File: config.mk
export PLATFORM = sky130hd
export DESIGN_NAME = shift_issue_stage_flat
export DESIGN_NICKNAME = d
export VERILOG_FILES = /design/src/rtl/shift_issue_stage_pkg.sv /design/src/rtl/shift_issue_stage_if.sv /design/src/rtl/shift_issue_stage_fwd_mux.sv /design/src/rtl/shift_issue_stage.sv /design/src/flat_wrapper.sv
export SDC_FILE = /design/constraint.sdc
export NUM_CORES = 1
export LEC_CHECK = 0
export CORE_ASPECT_RATIO = 0.9
export CORE_UTILIZATION = 45
export DETAILED_ROUTE_END_ITERATION = 12
export GPL_TIMING_DRIVEN = 0
export PLACE_DENSITY_LB_ADDON = 0.08
export SYNTH_ARGS = -nofsm -noshare
export SYNTH_HDL_FRONTEND = slang
export SYNTH_HIERARCHICAL = 1
export SYNTH_SLANG_ARGS = --single-unit
File: constraint.sdc
create_clock -name CLK -period 4.6 [get_ports CLK]
set_clock_uncertainty 0.1 [all_clocks]
set_input_delay 0.46 -clock CLK [delete_from_list [all_inputs] [get_ports CLK]]
set_output_delay 0.46 -clock CLK [all_outputs]
set_load 0.02 [all_outputs]
File: src/rtl/shift_issue_stage_pkg.sv
// Shared constants and decode types for the shift issue stage.
package rv_shift_pkg;

  // Shift codes presented to the barrel shifter's C input.
  localparam logic [4:0] ISLL  = 5'b10001;
  localparam logic [4:0] ISRL  = 5'b10011;
  localparam logic [4:0] ISRA  = 5'b10010;
  localparam logic [4:0] ISNOP = 5'b10000;

  // RV32I major opcodes carrying shifts.
  localparam logic [6:0] OP_R = 7'b0110011;
  localparam logic [6:0] OP_I = 7'b0010011;

  // funct3 / funct7 values for the shift group.
  localparam logic [2:0] F3_SL  = 3'b001;
  localparam logic [2:0] F3_SR  = 3'b101;
  localparam logic [6:0] F7_0   = 7'b0000000;
  localparam logic [6:0] F7_SRA = 7'b0100000;

  // Result of decoding one instruction into the shift domain.
  typedef struct packed {
    logic       is_shift;
    logic       illegal;
    logic [4:0] code;
  } shift_dec_t;

endpackage

File: src/rtl/shift_issue_stage_if.sv
// ID-to-issue handshake and operand bundle.
interface shift_issue_stage_if #(
  parameter int XLEN = 32
);
  logic            valid;
  logic            ready;
  logic [6:0]      opcode;
  logic [2:0]      funct3;
  logic [6:0]      funct7;
  logic [4:0]      rs1;
  logic [4:0]      rs2;
  logic [4:0]      rd;
  logic [XLEN-1:0] rs1_val;
  logic [XLEN-1:0] rs2_val;
  logic [XLEN-1:0] imm;

  // ID side drives the instruction, the stage answers with ready.
  modport master (
    output valid, opcode, funct3, funct7, rs1, rs2, rd, rs1_val, rs2_val, imm,
    input  ready
  );

  modport slave (
    input  valid, opcode, funct3, funct7, rs1, rs2, rd, rs1_val, rs2_val, imm,
    output ready
  );
endinterface

File: src/rtl/shift_issue_stage_fwd_mux.sv
// Operand forwarding: x0 is zero, a non-load MEM result beats WB, WB beats the regfile.
module fwd_mux #(
  parameter int XLEN = 32
) (
  input  logic [4:0]      rs,
  input  logic [XLEN-1:0] rf_val,
  input  logic            mem_wen,
  input  logic [4:0]      mem_rd,
  input  logic [XLEN-1:0] mem_val,
  input  logic            mem_is_load,
  input  logic            wb_wen,
  input  logic [4:0]      wb_rd,
  input  logic [XLEN-1:0] wb_val,
  output logic [XLEN-1:0] operand
);

  // Pick the youngest available producer of rs.
  always_comb begin
    operand = rf_val;
    if (rs == 5'd0) begin
      operand = '0;
    end else if (mem_wen && !mem_is_load && (mem_rd == rs)) begin
      operand = mem_val;
    end else if (wb_wen && (wb_rd == rs)) begin
      operand = wb_val;
    end
  end

endmodule

File: src/rtl/shift_issue_stage.sv
// ID->EX register for the barrel shifter: decodes RV32I shifts, forwards
// operands, inserts load-use bubbles and honours stall/flush.
module shift_issue_stage
  import rv_shift_pkg::*;
#(
  parameter int XLEN = 32,
  parameter int SHW  = 5
) (
  input  logic               CLK,
  input  logic               RST_X,
  shift_issue_stage_if.slave id,
  input  logic               flush,
  input  logic               ex_stall,
  input  logic               mem_wen,
  input  logic [4:0]         mem_rd,
  input  logic [XLEN-1:0]    mem_val,
  input  logic               mem_is_load,
  input  logic               wb_wen,
  input  logic [4:0]         wb_rd,
  input  logic [XLEN-1:0]    wb_val,
  output logic               ex_valid,
  output logic               ex_is_shift,
  output logic               ex_illegal,
  output logic [4:0]         ex_rd,
  output logic [4:0]         sh_c,
  output logic [XLEN-1:0]    sh_a,
  output logic [SHW-1:0]     sh_b
);

  logic [XLEN-1:0] rs1_fwd;
  logic [XLEN-1:0] rs2_fwd;
  logic [4:0]      ex_rs1_p1;
  logic [4:0]      ex_rs2_p1;
  logic            ex_breg_p1;
  logic            is_rtype;
  logic            load_use;
  logic            wb_hit_a;
  logic            wb_hit_b;
  logic [SHW-1:0]  b_next;
  shift_dec_t      dec;
  logic            unused_bits;

  fwd_mux #(.XLEN(XLEN)) u_fwd_rs1 (
    .rs          (id.rs1),
    .rf_val      (id.rs1_val),
    .mem_wen     (mem_wen),
    .mem_rd      (mem_rd),
    .mem_val     (mem_val),
    .mem_is_load (mem_is_load),
    .wb_wen      (wb_wen),
    .wb_rd       (wb_rd),
    .wb_val      (wb_val),
    .operand     (rs1_fwd)
  );

  fwd_mux #(.XLEN(XLEN)) u_fwd_rs2 (
    .rs          (id.rs2),
    .rf_val      (id.rs2_val),
    .mem_wen     (mem_wen),
    .mem_rd      (mem_rd),
    .mem_val     (mem_val),
    .mem_is_load (mem_is_load),
    .wb_wen      (wb_wen),
    .wb_rd       (wb_rd),
    .wb_val      (wb_val),
    .operand     (rs2_fwd)
  );

  // Only the low SHW bits of the B operand reach the shifter.
  assign unused_bits = ^{rs2_fwd[XLEN-1:SHW], id.imm[XLEN-1:SHW]};

  // rs2 is a real source only for R-type; I-type carries shamt in the immediate.
  assign is_rtype = (id.opcode == OP_R);
  assign b_next   = is_rtype ? rs2_fwd[SHW-1:0] : id.imm[SHW-1:0];

  // A load in MEM cannot forward yet; hold ID for a cycle when it feeds a used source.
  assign load_use = id.valid && mem_is_load && mem_wen && (mem_rd != 5'd0) &&
                    ((mem_rd == id.rs1) || (is_rtype && (mem_rd == id.rs2)));

  // A flush discards the incoming instruction, so ID may always hand it over.
  assign id.ready = flush || (!ex_stall && !load_use);

  // While stalled, a WB write to a held source refreshes the held operand.
  assign wb_hit_a = wb_wen && (wb_rd != 5'd0) && (wb_rd == ex_rs1_p1);
  assign wb_hit_b = wb_wen && (wb_rd != 5'd0) && ex_breg_p1 && (wb_rd == ex_rs2_p1);

  // Decode the shift group; bad funct7 on a shift funct3 is flagged illegal.
  always_comb begin
    dec = '{is_shift: 1'b0, illegal: 1'b0, code: ISNOP};
    if (is_rtype || (id.opcode == OP_I)) begin
      if (id.funct3 == F3_SL) begin
        if (id.funct7 == F7_0) dec = '{is_shift: 1'b1, illegal: 1'b0, code: ISLL};
        else                   dec.illegal = 1'b1;
      end else if (id.funct3 == F3_SR) begin
        if (id.funct7 == F7_0)        dec = '{is_shift: 1'b1, illegal: 1'b0, code: ISRL};
        else if (id.funct7 == F7_SRA) dec = '{is_shift: 1'b1, illegal: 1'b0, code: ISRA};
        else                          dec.illegal = 1'b1;
      end
    end
  end

  // ---- ID -> EX stage boundary ----
  // Priority: flush, then stall (with WB refresh), then bubble, then capture.
  always_ff @(posedge CLK or negedge RST_X) begin
    if (!RST_X) begin
      ex_valid    <= 1'b0;
      ex_is_shift <= 1'b0;
      ex_illegal  <= 1'b0;
      ex_rd       <= 5'd0;
      sh_c        <= ISNOP;
      sh_a        <= '0;
      sh_b        <= '0;
      ex_rs1_p1   <= 5'd0;
      ex_rs2_p1   <= 5'd0;
      ex_breg_p1  <= 1'b0;
    end else if (flush) begin
      ex_valid <= 1'b0;
      sh_c     <= ISNOP;
    end else if (ex_stall) begin
      if (wb_hit_a) sh_a <= wb_val;
      if (wb_hit_b) sh_b <= wb_val[SHW-1:0];
    end else if (id.valid && !load_use) begin
      ex_valid    <= 1'b1;
      ex_is_shift <= dec.is_shift;
      ex_illegal  <= dec.illegal;
      ex_rd       <= id.rd;
      sh_c        <= dec.code;
      sh_a        <= rs1_fwd;
      sh_b        <= b_next;
      ex_rs1_p1   <= id.rs1;
      ex_rs2_p1   <= id.rs2;
      ex_breg_p1  <= is_rtype;
    end else begin
      ex_valid <= 1'b0;
    end
  end

endmodule

File: src/flat_wrapper.sv
// flat-port wrapper written by rule: the top's interface ports become plain ports
module shift_issue_stage_flat import rv_shift_pkg::*;
#(
  parameter int XLEN = 32,
  parameter int SHW  = 5
)
  (CLK, RST_X, flush, ex_stall, mem_wen, mem_rd, mem_val, mem_is_load, wb_wen, wb_rd, wb_val, ex_valid, ex_is_shift, ex_illegal, ex_rd, sh_c, sh_a, sh_b, id_valid, id_opcode, id_funct3, id_funct7, id_rs1, id_rs2, id_rd, id_rs1_val, id_rs2_val, id_imm, id_ready);
  shift_issue_stage_if #(.XLEN(XLEN)) id_i ();
  input  logic CLK;
  input  logic RST_X;
  input  logic flush;
  input  logic ex_stall;
  input  logic mem_wen;
  input  logic [4:0] mem_rd;
  input  logic [XLEN-1:0] mem_val;
  input  logic mem_is_load;
  input  logic wb_wen;
  input  logic [4:0] wb_rd;
  input  logic [XLEN-1:0] wb_val;
  output logic ex_valid;
  output logic ex_is_shift;
  output logic ex_illegal;
  output logic [4:0] ex_rd;
  output logic [4:0] sh_c;
  output logic [XLEN-1:0] sh_a;
  output logic [SHW-1:0] sh_b;
  input wire logic [$bits(id_i.valid)-1:0] id_valid;
  input wire logic [$bits(id_i.opcode)-1:0] id_opcode;
  input wire logic [$bits(id_i.funct3)-1:0] id_funct3;
  input wire logic [$bits(id_i.funct7)-1:0] id_funct7;
  input wire logic [$bits(id_i.rs1)-1:0] id_rs1;
  input wire logic [$bits(id_i.rs2)-1:0] id_rs2;
  input wire logic [$bits(id_i.rd)-1:0] id_rd;
  input wire logic [$bits(id_i.rs1_val)-1:0] id_rs1_val;
  input wire logic [$bits(id_i.rs2_val)-1:0] id_rs2_val;
  input wire logic [$bits(id_i.imm)-1:0] id_imm;
  output wire logic [$bits(id_i.ready)-1:0] id_ready;
  assign id_i.valid = id_valid;
  assign id_i.opcode = id_opcode;
  assign id_i.funct3 = id_funct3;
  assign id_i.funct7 = id_funct7;
  assign id_i.rs1 = id_rs1;
  assign id_i.rs2 = id_rs2;
  assign id_i.rd = id_rd;
  assign id_i.rs1_val = id_rs1_val;
  assign id_i.rs2_val = id_rs2_val;
  assign id_i.imm = id_imm;
  assign id_ready = id_i.ready;
  shift_issue_stage #(.XLEN(XLEN), .SHW(SHW)) u_core (.CLK(CLK), .RST_X(RST_X), .id(id_i), .flush(flush), .ex_stall(ex_stall), .mem_wen(mem_wen), .mem_rd(mem_rd), .mem_val(mem_val), .mem_is_load(mem_is_load), .wb_wen(wb_wen), .wb_rd(wb_rd), .wb_val(wb_val), .ex_valid(ex_valid), .ex_is_shift(ex_is_shift), .ex_illegal(ex_illegal), .ex_rd(ex_rd), .sh_c(sh_c), .sh_a(sh_a), .sh_b(sh_b));
endmodule
== Word level (Yosys, flattened, before mapping) ==
Index checks and enable logic that the tools add are counted.

* Bits in registers: 61
* Input bits: 210
* Output and inout port bits: 51
* Word-level logic and storage cells: 88

* Equal/unequal tests: 14
* Multiplexer cells: 29
* Bitwise operators: 2
* Reduce and logical (&&, ||, !) cells: 33

{| class="wikitable"
|+ Operators by type and width
! kind !! number
|-
| 2-to-1 mux 32 bit || 6
|-
| 2-to-1 mux 5 bit || 10
|-
| equality test 5 bit || 6
|-
| 2-to-1 mux 7 bit || 4
|-
| logical AND 1 bit || 16
|-
| equality test 7 x 6 -> 1 bit (second input constant) || 2
|-
| logical NOT 5 bit || 2
|-
| nonzero test 5 bit || 2
|-
| AND reduction 3 bit || 3
|-
| 2-to-1 mux 1 bit || 8
|-
| equality test 7 x 5 -> 1 bit (second input constant) || 1
|-
| logical NOT 7 bit || 1
|-
| inequality test 2 x 1 -> 1 bit (second input constant) || 2
|-
| nonzero test 2 bit || 2
|-
| equality test 3 x 1 -> 1 bit (second input constant) || 1
|-
| equality test 3 bit (second input constant) || 1
|-
| logical NOT 1 bit || 3
|-
| logical OR 1 bit || 3
|-
| 2-to-1 mux 2 bit || 1
|-
| inequality test 2 bit (second input constant) || 1
|-
| NOT 1 bit || 2
|-
| AND reduction 2 bit || 1
|}

== Longest topological paths before layout ==
Gate-level depths: netlist of run 1.

* Depth in word-level cells: 9
* Mapped depth: 8

== By module ==
Netlist of run 1, hierarchy kept.

{| class="wikitable"
|+ Modules (own cells, without submodules)
! module !! instances !! cells each !! area each (um^2) !! sequential area each (um^2)
|-
| shift_issue_stage || 1 || 244 || 3,243.1 || 1,451.4
|-
| fwd_mux || 2 || 176 || 1,079.8 || 0.0
|}

== Worst setup path after synthesis of run 1 ==
No wires, ideal clock.

* Path kind: input-to-reg
* From: input id_opcode[3]
* To: register u_core.ex_breg_p1
* Setup time: 125 ps
* Arrival: 2,065 ps
* Required time: 4,375 ps
* Path slack: 2,310 ps
* Stages: 8
* Path buffers: 2
* Path through: nor4b_2 > and4_1 > buf_4 > nand4_4 > a21o_4 > nand2_4 > buf_6 > mux2_2

* Cells in the longest elaborated chain, start to end: 7

{| class="wikitable"
|+ RTL lines
! element !! RTL line !! text
|-
| start: declaration || flat_wrapper.sv:28 || <nowiki>input wire logic [$bits(id_i.opcode)-1:0] id_opcode;</nowiki>
|-
| equality test 7 x 6 -> 1 bit (*) || shift_issue_stage.sv:73 || <nowiki>assign is_rtype = (id.opcode == OP_R);</nowiki>
|-
| logical AND 1 bit || shift_issue_stage.sv:78 || <nowiki>((mem_rd == id.rs1) || (is_rtype && (mem_rd == id.rs2)));</nowiki>
|-
| logical OR 1 bit || shift_issue_stage.sv:78 ||
|-
| logical AND 1 bit || shift_issue_stage.sv:77 || <nowiki>assign load_use = id.valid && mem_is_load && mem_wen && (mem_rd != 5'd0) &&</nowiki>
|-
| logical NOT 1 bit || shift_issue_stage.sv:122 || <nowiki>end else if (id.valid && !load_use) begin</nowiki>
|-
| logical AND 1 bit || shift_issue_stage.sv:122 ||
|-
| AND reduction 3 bit (no line) || - ||
|-
| end signal: assignment || shift_issue_stage.sv:132 || <nowiki>ex_breg_p1 <= is_rtype;</nowiki>
|-
| end: declaration || shift_issue_stage.sv:34 || <nowiki>logic ex_breg_p1;</nowiki>
|}

Mark *: on every way between the ends. The rest lies on a longest branch, timed or not.
A chain may end at the register's enable or synchronous reset.

== Final worst setup path of run 1 ==
* From: input mem_rd[1]
* To: output id_ready

* Cells in the longest elaborated chain, start to end: 7

{| class="wikitable"
|+ RTL lines
! element !! RTL line !! text
|-
| start: declaration || flat_wrapper.sv:14 || <nowiki>input logic [4:0] mem_rd;</nowiki>
|-
| equality test 5 bit || shift_issue_stage.sv:78 ||
|-
| logical AND 1 bit || shift_issue_stage.sv:78 ||
|-
| logical OR 1 bit || shift_issue_stage.sv:78 ||
|-
| logical AND 1 bit (*) || shift_issue_stage.sv:77 ||
|-
| logical NOT 1 bit (*) || shift_issue_stage.sv:81 || <nowiki>assign id.ready = flush || (!ex_stall && !load_use);</nowiki>
|-
| logical AND 1 bit (*) || shift_issue_stage.sv:81 ||
|-
| logical OR 1 bit (*) || shift_issue_stage.sv:81 ||
|-
| end: declaration || flat_wrapper.sv:37 || <nowiki>output wire logic [$bits(id_i.ready)-1:0] id_ready;</nowiki>
|}

Marked as above.

==> impl_metrics.csv, run 1 <==
group,metric,value,unit
outcome,status,"finished, final reports clean",
cells_and_area,final_common_cell,"clkdlybuf4s50_1",
clocking,clock_latency,0.32,ns
setup_path,critPathRequiredTime,4.04,ns
sta,fin_crit,3.33,ns
drt,ant_nets,0,
sta,tightest_slew,0.657,ns
floorplanning,die_h,98.3,um
floorplanning,coreArea,9830,um^2
drt,drc,0,
synth,yosys_warnings,6,
synth,netlist_instances,468,
drt,first_pass_iters,5,
pwr,pwr-share-clk,0.307,
pwr,p_seq_frac,0.313,
setup_path,crit_fanout,5,
setup_path,ff2ff_path_depth,6,
floorplanning,die_x,109,um
sta,hold-worst-slack,0.0415,ns
cells_and_area,final_cell_mix,"clkdlybuf4s50_1 (201), dfrtp_1 (58), mux2_2 (51), o21ai_0 (48), nor3_1 (42)",
clocking,hold_buffers,0,
cells_and_area,drive_above_1_share,0.189,
setup_path,ff2ff_setup_slack,2.66,ns
setup_path,r2r_end,"u_core/sh_a[18]",
sta,fin_crit_sh,0.723,
placement,hpwl,11600,um
sta,setup_ws,1.27,ns
floorplanning,fp.dieArea,10700,um^2
global_routing,grt_max_degree,35,
placement,post-place-ws,1.28,ns
pwr,ir_drop,0.183,mV
worst_hold_path,hold_path_class,"in2async",
setup_path,critPathMostFrequentCell,"clkdlybuf4s50_1",
floorplanning,fp-row-count,34,
floorplanning,start_util,0.471,
clocking,root_buffer,"clkbuf_16",
pwr,comb_power_share,0.380,
global_routing,grt_use_total,0.295,
placement,numPortBuffers,202,
global_routing,grt_overflow,0,
clocking,htreeDepth,3,
global_routing,grt_pass1_wl,24700,um
pwr,switching_power,0.661,mW
floorplanning,ios,261,
drt,drt_iter0_markers,305,
cells_and_area,nets,893,
setup_path,r2r_start,"u_core/ex_rs1_p1[3]",
setup_path,crit_buf_inv,2,
clocking,cts_tree,"built",
setup_path,worstPathArrival,2.77,ns
cells_and_area,syn2layout_area_growth,53.7,%
sta,finalHoldViolations,0,
cells_and_area,diodes,0,
setup_path,path_class,"in2out",
pwr,p_sw_frac,0.306,
global_routing,antenna_found_initial,0,
pwr,leakage,2.62,nW
clocking,numClockSinks,58,
flow_run,maxCapViolCount,0,
pwr,internal_power,1.50,mW
placement,place_congestion,0.867,
clocking,cts_buffers,9,
sta,finalSetupTns,0,ns
setup_path,critPathSlowestCell,"or4_1",
sta,fmaxAchievable,0.301,GHz
drt,routed_wl,15600,um
sta,finalSetupViolations,0,
clocking,cts_buffer_depth,2,
sta,worst_slew_margin_rel,0.561,
sta,rsz0062_at_grt,"false",
setup_path,max_stage_delay,0.62,ns
setup_path,cp-end-kind,"primary output",
drt,routed_via_density,5.96,
clocking,cts_setup_buffers,0,
clocking,ctsResizeCount,0,
pwr,total_power,2.16,mW
drt,vias,4848,
pwr,power_density,303,nW/um^2
setup_path,startpoint_type,"input pin",
synth,synth.avg_cell_area,9.90,um^2
drt,avgRoutedWirePerCell,19.2,um
synth,netlist_area,4630,um^2
setup_path,worstPathCellList,"clkdlybuf4s50_1 > or4_1 > o2111ai_2 > a21oi_4 > o21bai_1 > clkdlybuf4s50_1",
global_routing,grt_pass1_vias,4971,
clocking,path_clk_slew,0.06,ns
sta,slew_viol_final,0,
setup_path,path_delay_family,"buffers and inverters",
-- area by class of cell --
| type | count | area [um^2] |
|---|---|---|
| Multi-Input combinational cell | 353 | 2910 |
| Fill cell | 729 | 2710 |
| Timing Repair Buffer | 203 | 2040 |
| Sequential cell | 58 | 1450 |
| Buffer | 52 | 255 |
| Clock buffer | 11 | 233 |
| Tap cell | 126 | 158 |
| Clock inverter | 5 | 55.1 |
| Inverter | 6 | 22.5 |
-- metrics by stage --
step	utilization	cells	area, um^2
3_5_place_dp	0.695	798	6830
6_report	0.724	814	7120
3_3_place_gp	0.694	797	6820
2_1_floorplan	-	469	4640
4_1_cts	0.724	814	7120
5_1_grt	0.724	814	7120
-- worst max-delay path by stage --
stage,from,slack (ns),cells past startpoint,end
after floorplan,id_opcode[3],2.31,8,u_core/ex_breg_p1
after global placement,RST_X,0.98,1,u_core/sh_a[21]
after detailed placement,mem_rd[2],1.28,6,id_ready
after CTS,mem_rd[2],1.27,6,id_ready
after global routing,mem_rd[2],1.22,6,id_ready
final,mem_rd[1],1.27,6,id_ready
-- sequential cells by signal (all words and copies together), names as in the netlist --
name and count:
u_core/ex_illegal 1, u_core/ex_rd 5, u_core/sh_a 32, u_core/sh_c 2
u_core/ex_rs2_p1 5, u_core/sh_b 5, u_core/ex_breg_p1 1, u_core/ex_rs1_p1 5
u_core/ex_valid 1, u_core/ex_is_shift 1
-- power by group through the flow --
stage | combinational [mW] | clock (mW) | sequential [mW]
after floorplan | 0.300 | 0 | 0.785
after global placement | 0.802 | 0 | 0.680
after detailed placement | 0.815 | 0 | 0.683
after CTS | 0.821 | 0.671 | 0.676
after global routing | 0.868 | 0.694 | 0.689
final | 0.821 | 0.663 | 0.675
-- worst register-to-register path: cells and delay by family, from the launching register on --
kind	cells	cell delay (ns)
compound gates	1	0.17
xor+xnor	1	0.14
buf+inv	1	0.24
flops	1	0.39
mux	1	0.32
simple gates	2	0.46
-- layer usage --
layer  GRT usage  vias to the layer above  wire length, um  part of all wire
li1            -                     2216                -                 -
met3      0.0514                       39             1280             0.081
met4      0.0967                        0              308             0.020
met1       0.385                     2294             6640              0.42
met2       0.490                      299             7420              0.47
met5           0                        -                0                 0
Note: power is estimated with default switching activity, not from simulation.
==> run 2, diff against run 1 <==
--- a/config.mk
+++ b/config.mk
@@ -6,7 +6,7 @@
 export NUM_CORES = 1
 export LEC_CHECK = 0
 export CORE_ASPECT_RATIO = 0.9
-export CORE_UTILIZATION = 45
+export CORE_UTILIZATION = 38
 export DETAILED_ROUTE_END_ITERATION = 12
 export GPL_TIMING_DRIVEN = 0
 export PLACE_DENSITY_LB_ADDON = 0.08
==> constraint.sdc (replaced) <==
create_clock -name CLK -period 3 [get_ports CLK]
set_clock_uncertainty 0.1 [all_clocks]
set_input_delay 0.3 -clock CLK [delete_from_list [all_inputs] [get_ports CLK]]
set_output_delay 0.3 -clock CLK [all_outputs]
set_load 0.02 [all_outputs]
==> impl_metrics.csv, run 2 (synthesis gave the netlist of run 1 again) <==
group,metric,value,unit
pwr,total_power,3.29,mW
setup_path,cp-startpoint,"wb_rd[3]",
floorplanning,fp-row-count,37,
pwr,power_density,459,nW/um^2
drt,ant_nets,0,
placement,hpwl,12200,um
sta,finalSetupViolations,0,
pwr,p_seq_frac,0.315,
setup_path,critPathRequiredTime,3.11,ns
pwr,comb_power_share,0.383,
global_routing,grt_pass1_wl,25300,um
setup_path,path_depth,8,
setup_path,startpoint_type,"input pin",
setup_path,worstPathArrival,2.85,ns
cells_and_area,final_cell_mix,"clkdlybuf4s50_1 (200), dfrtp_1 (58), mux2_2 (51), o21ai_0 (48), nor3_1 (42)",
setup_path,max_stage_delay,0.58,ns
drt,first_pass_iters,5,
global_routing,grt_pass1_vias,4941,
worst_hold_path,hold_path_class,"in2reg",
drt,vias,4726,
pwr,switching_power,0.993,mW
clocking,htreeDepth,3,
sta,rsz0062_at_grt,"false",
floorplanning,fp.dieArea,12600,um^2
setup_path,worstPathCellList,"clkdlybuf4s50_1 > xnor2_1 > nand2_1 > clkbuf_1 > o21ai_0 > a211oi_1 > mux2_2 > mux2_4",
pwr,leakage,2.64,nW
sta,tightest_slew,0.712,ns
drt,avgRoutedWirePerCell,18.9,um
drt,drt_iter0_markers,291,
floorplanning,coreArea,11700,um^2
cells_and_area,diodes,0,
pwr,p_sw_frac,0.302,
sta,worst_slew_margin_rel,0.525,
clocking,cts_buffers,9,
setup_path,crit_buf_inv,2,
floorplanning,ios,261,
cells_and_area,final_common_cell,"clkdlybuf4s50_1",
pwr,internal_power,2.30,mW
clocking,numClockSinks,58,
clocking,cts_tree,"built",
floorplanning,die_x,118,um
flow_run,maxCapViolCount,0,
setup_path,ff2ff_path_depth,6,
drt,routed_wl,15900,um
sta,setup_ws,0.268,ns
worst_hold_path,min_path_cells,2,
cells_and_area,n_fill_cell,1021,
setup_path,r2r_start,"u_core/ex_rs1_p1[3]",
setup_path,path_class,"in2reg",
setup_path,crit_fanout,10,
cells_and_area,max_flop_register,"u_core/sh_a",
global_routing,grt_overflow,0,
sta,finalSetupTns,0,ns
drt,drc,0,
sta,fin_crit,2.73,ns
clocking,clock_latency,0.33,ns
outcome,status,"finished, final reports clean",
clocking,root_buffer,"clkbuf_16",
global_routing,antenna_found_initial,0,
worst_hold_path,min_from,"flush",
sta,finalHoldViolations,0,
placement,place_congestion,0.825,
setup_path,path_delay_family,"buffers and inverters",
cells_and_area,largest_reg_flops,32,
clocking,cts_buffer_depth,2,
sta,fin_crit_sh,0.911,
placement,post-place-ws,-0.0138,ns
sta,slew_viol_final,0,
clocking,cts_setup_buffers,0,
drt,routed_via_density,5.60,
floorplanning,start_util,0.397,
setup_path,cp-end-kind,"flop",
pwr,ir_drop,0.277,mV
clocking,path_clk_slew,0.06,ns
cells_and_area,drive_above_1_share,0.190,
placement,placed_cells,828,
cells_and_area,post-route-util,0.615,
cells_and_area,final_cells,844,
pwr,pwr-share-clk,0.302,
global_routing,grt_max_degree,31,
sta,fmaxAchievable,0.366,GHz
cells_and_area,nets,894,
floorplanning,die_h,107,um
global_routing,grt_use_total,0.254,
placement,numPortBuffers,202,
cells_and_area,syn2layout_area_growth,54.8,%
setup_path,critPathSlowestCell,"clkdlybuf4s50_1",
[run 2: worst paths after layout]
path                                   end  slack (ns)
setup / recovery           u_core/sh_a[27]        0.27
hold / removal             u_core/ex_valid        0.25
setup reg to reg           u_core/sh_a[24]        1.12
hold reg to reg            u_core/ex_rd[1]        0.40
max in group asynchronous  u_core/sh_a[18]        1.73
min in group asynchronous   u_core/sh_b[1]        0.45
[run 2: metal layers]
| metal | track usage | up-vias | part of all wire |
|---|---|---|---|
| met5 | 0 | - | 0 |
| met4 | 0.0814 | 0 | 0.017 |
| met3 | 0.0553 | 25 | 0.068 |
| met2 | 0.418 | 222 | 0.47 |
| met1 | 0.333 | 2265 | 0.44 |
| li1 | - | 2214 | - |
[run 2: repair_timing]
item | in CTS | in global routing
setup endpoints to repair | 0 | 1
resized for setup | 0 | 1
hold buffers | 1 | 0
hold endpoints to repair | 29 | 0
[run 2: final cells by class]
class                           instances  area, um^2  area share
Multi-Input combinational cell        353        2910       0.405
Timing Repair Buffer                  204        2050       0.286
Sequential cell                        58        1450       0.202
Clock buffer                           13         280      0.0391
Buffer                                 52         255      0.0356
Tap cell                              156         195      0.0272
Inverter                                6        22.5     0.00314
Clock inverter                          2        10.0     0.00140
[run 2: worst register-to-register path: stages (launching register included)]
cell and delay (ns):
dfrtp_1 0.38, xor2_1 0.14, nor3_1 0.24, nand4_1 0.19, o21ai_4 0.16, buf_6 0.23, mux2_4 0.32
[run 2: stage by stage]
| step | area (um^2) | hold slack [ns] |
|---|---|---|
| finish | 7170 | 0.245 |
| global route | 7170 | 0.281 |
| CTS | 7170 | 0.248 |
| detailed placement | 6870 | 0.289 |
| global placement | 6850 | 0.385 |
| floorplan | 4640 | -0.0956 |
[run 2: power groups by stage]
stage	sequential, mW	clock, mW	combinational [mW]
6_report	1.04	0.994	1.26
4_1_cts	1.04	1.02	1.26
3_5_place_dp	1.05	0	1.25
2_1_floorplan	1.20	0	0.460
5_1_grt	1.06	1.06	1.34
3_3_place_gp	1.04	0	1.24
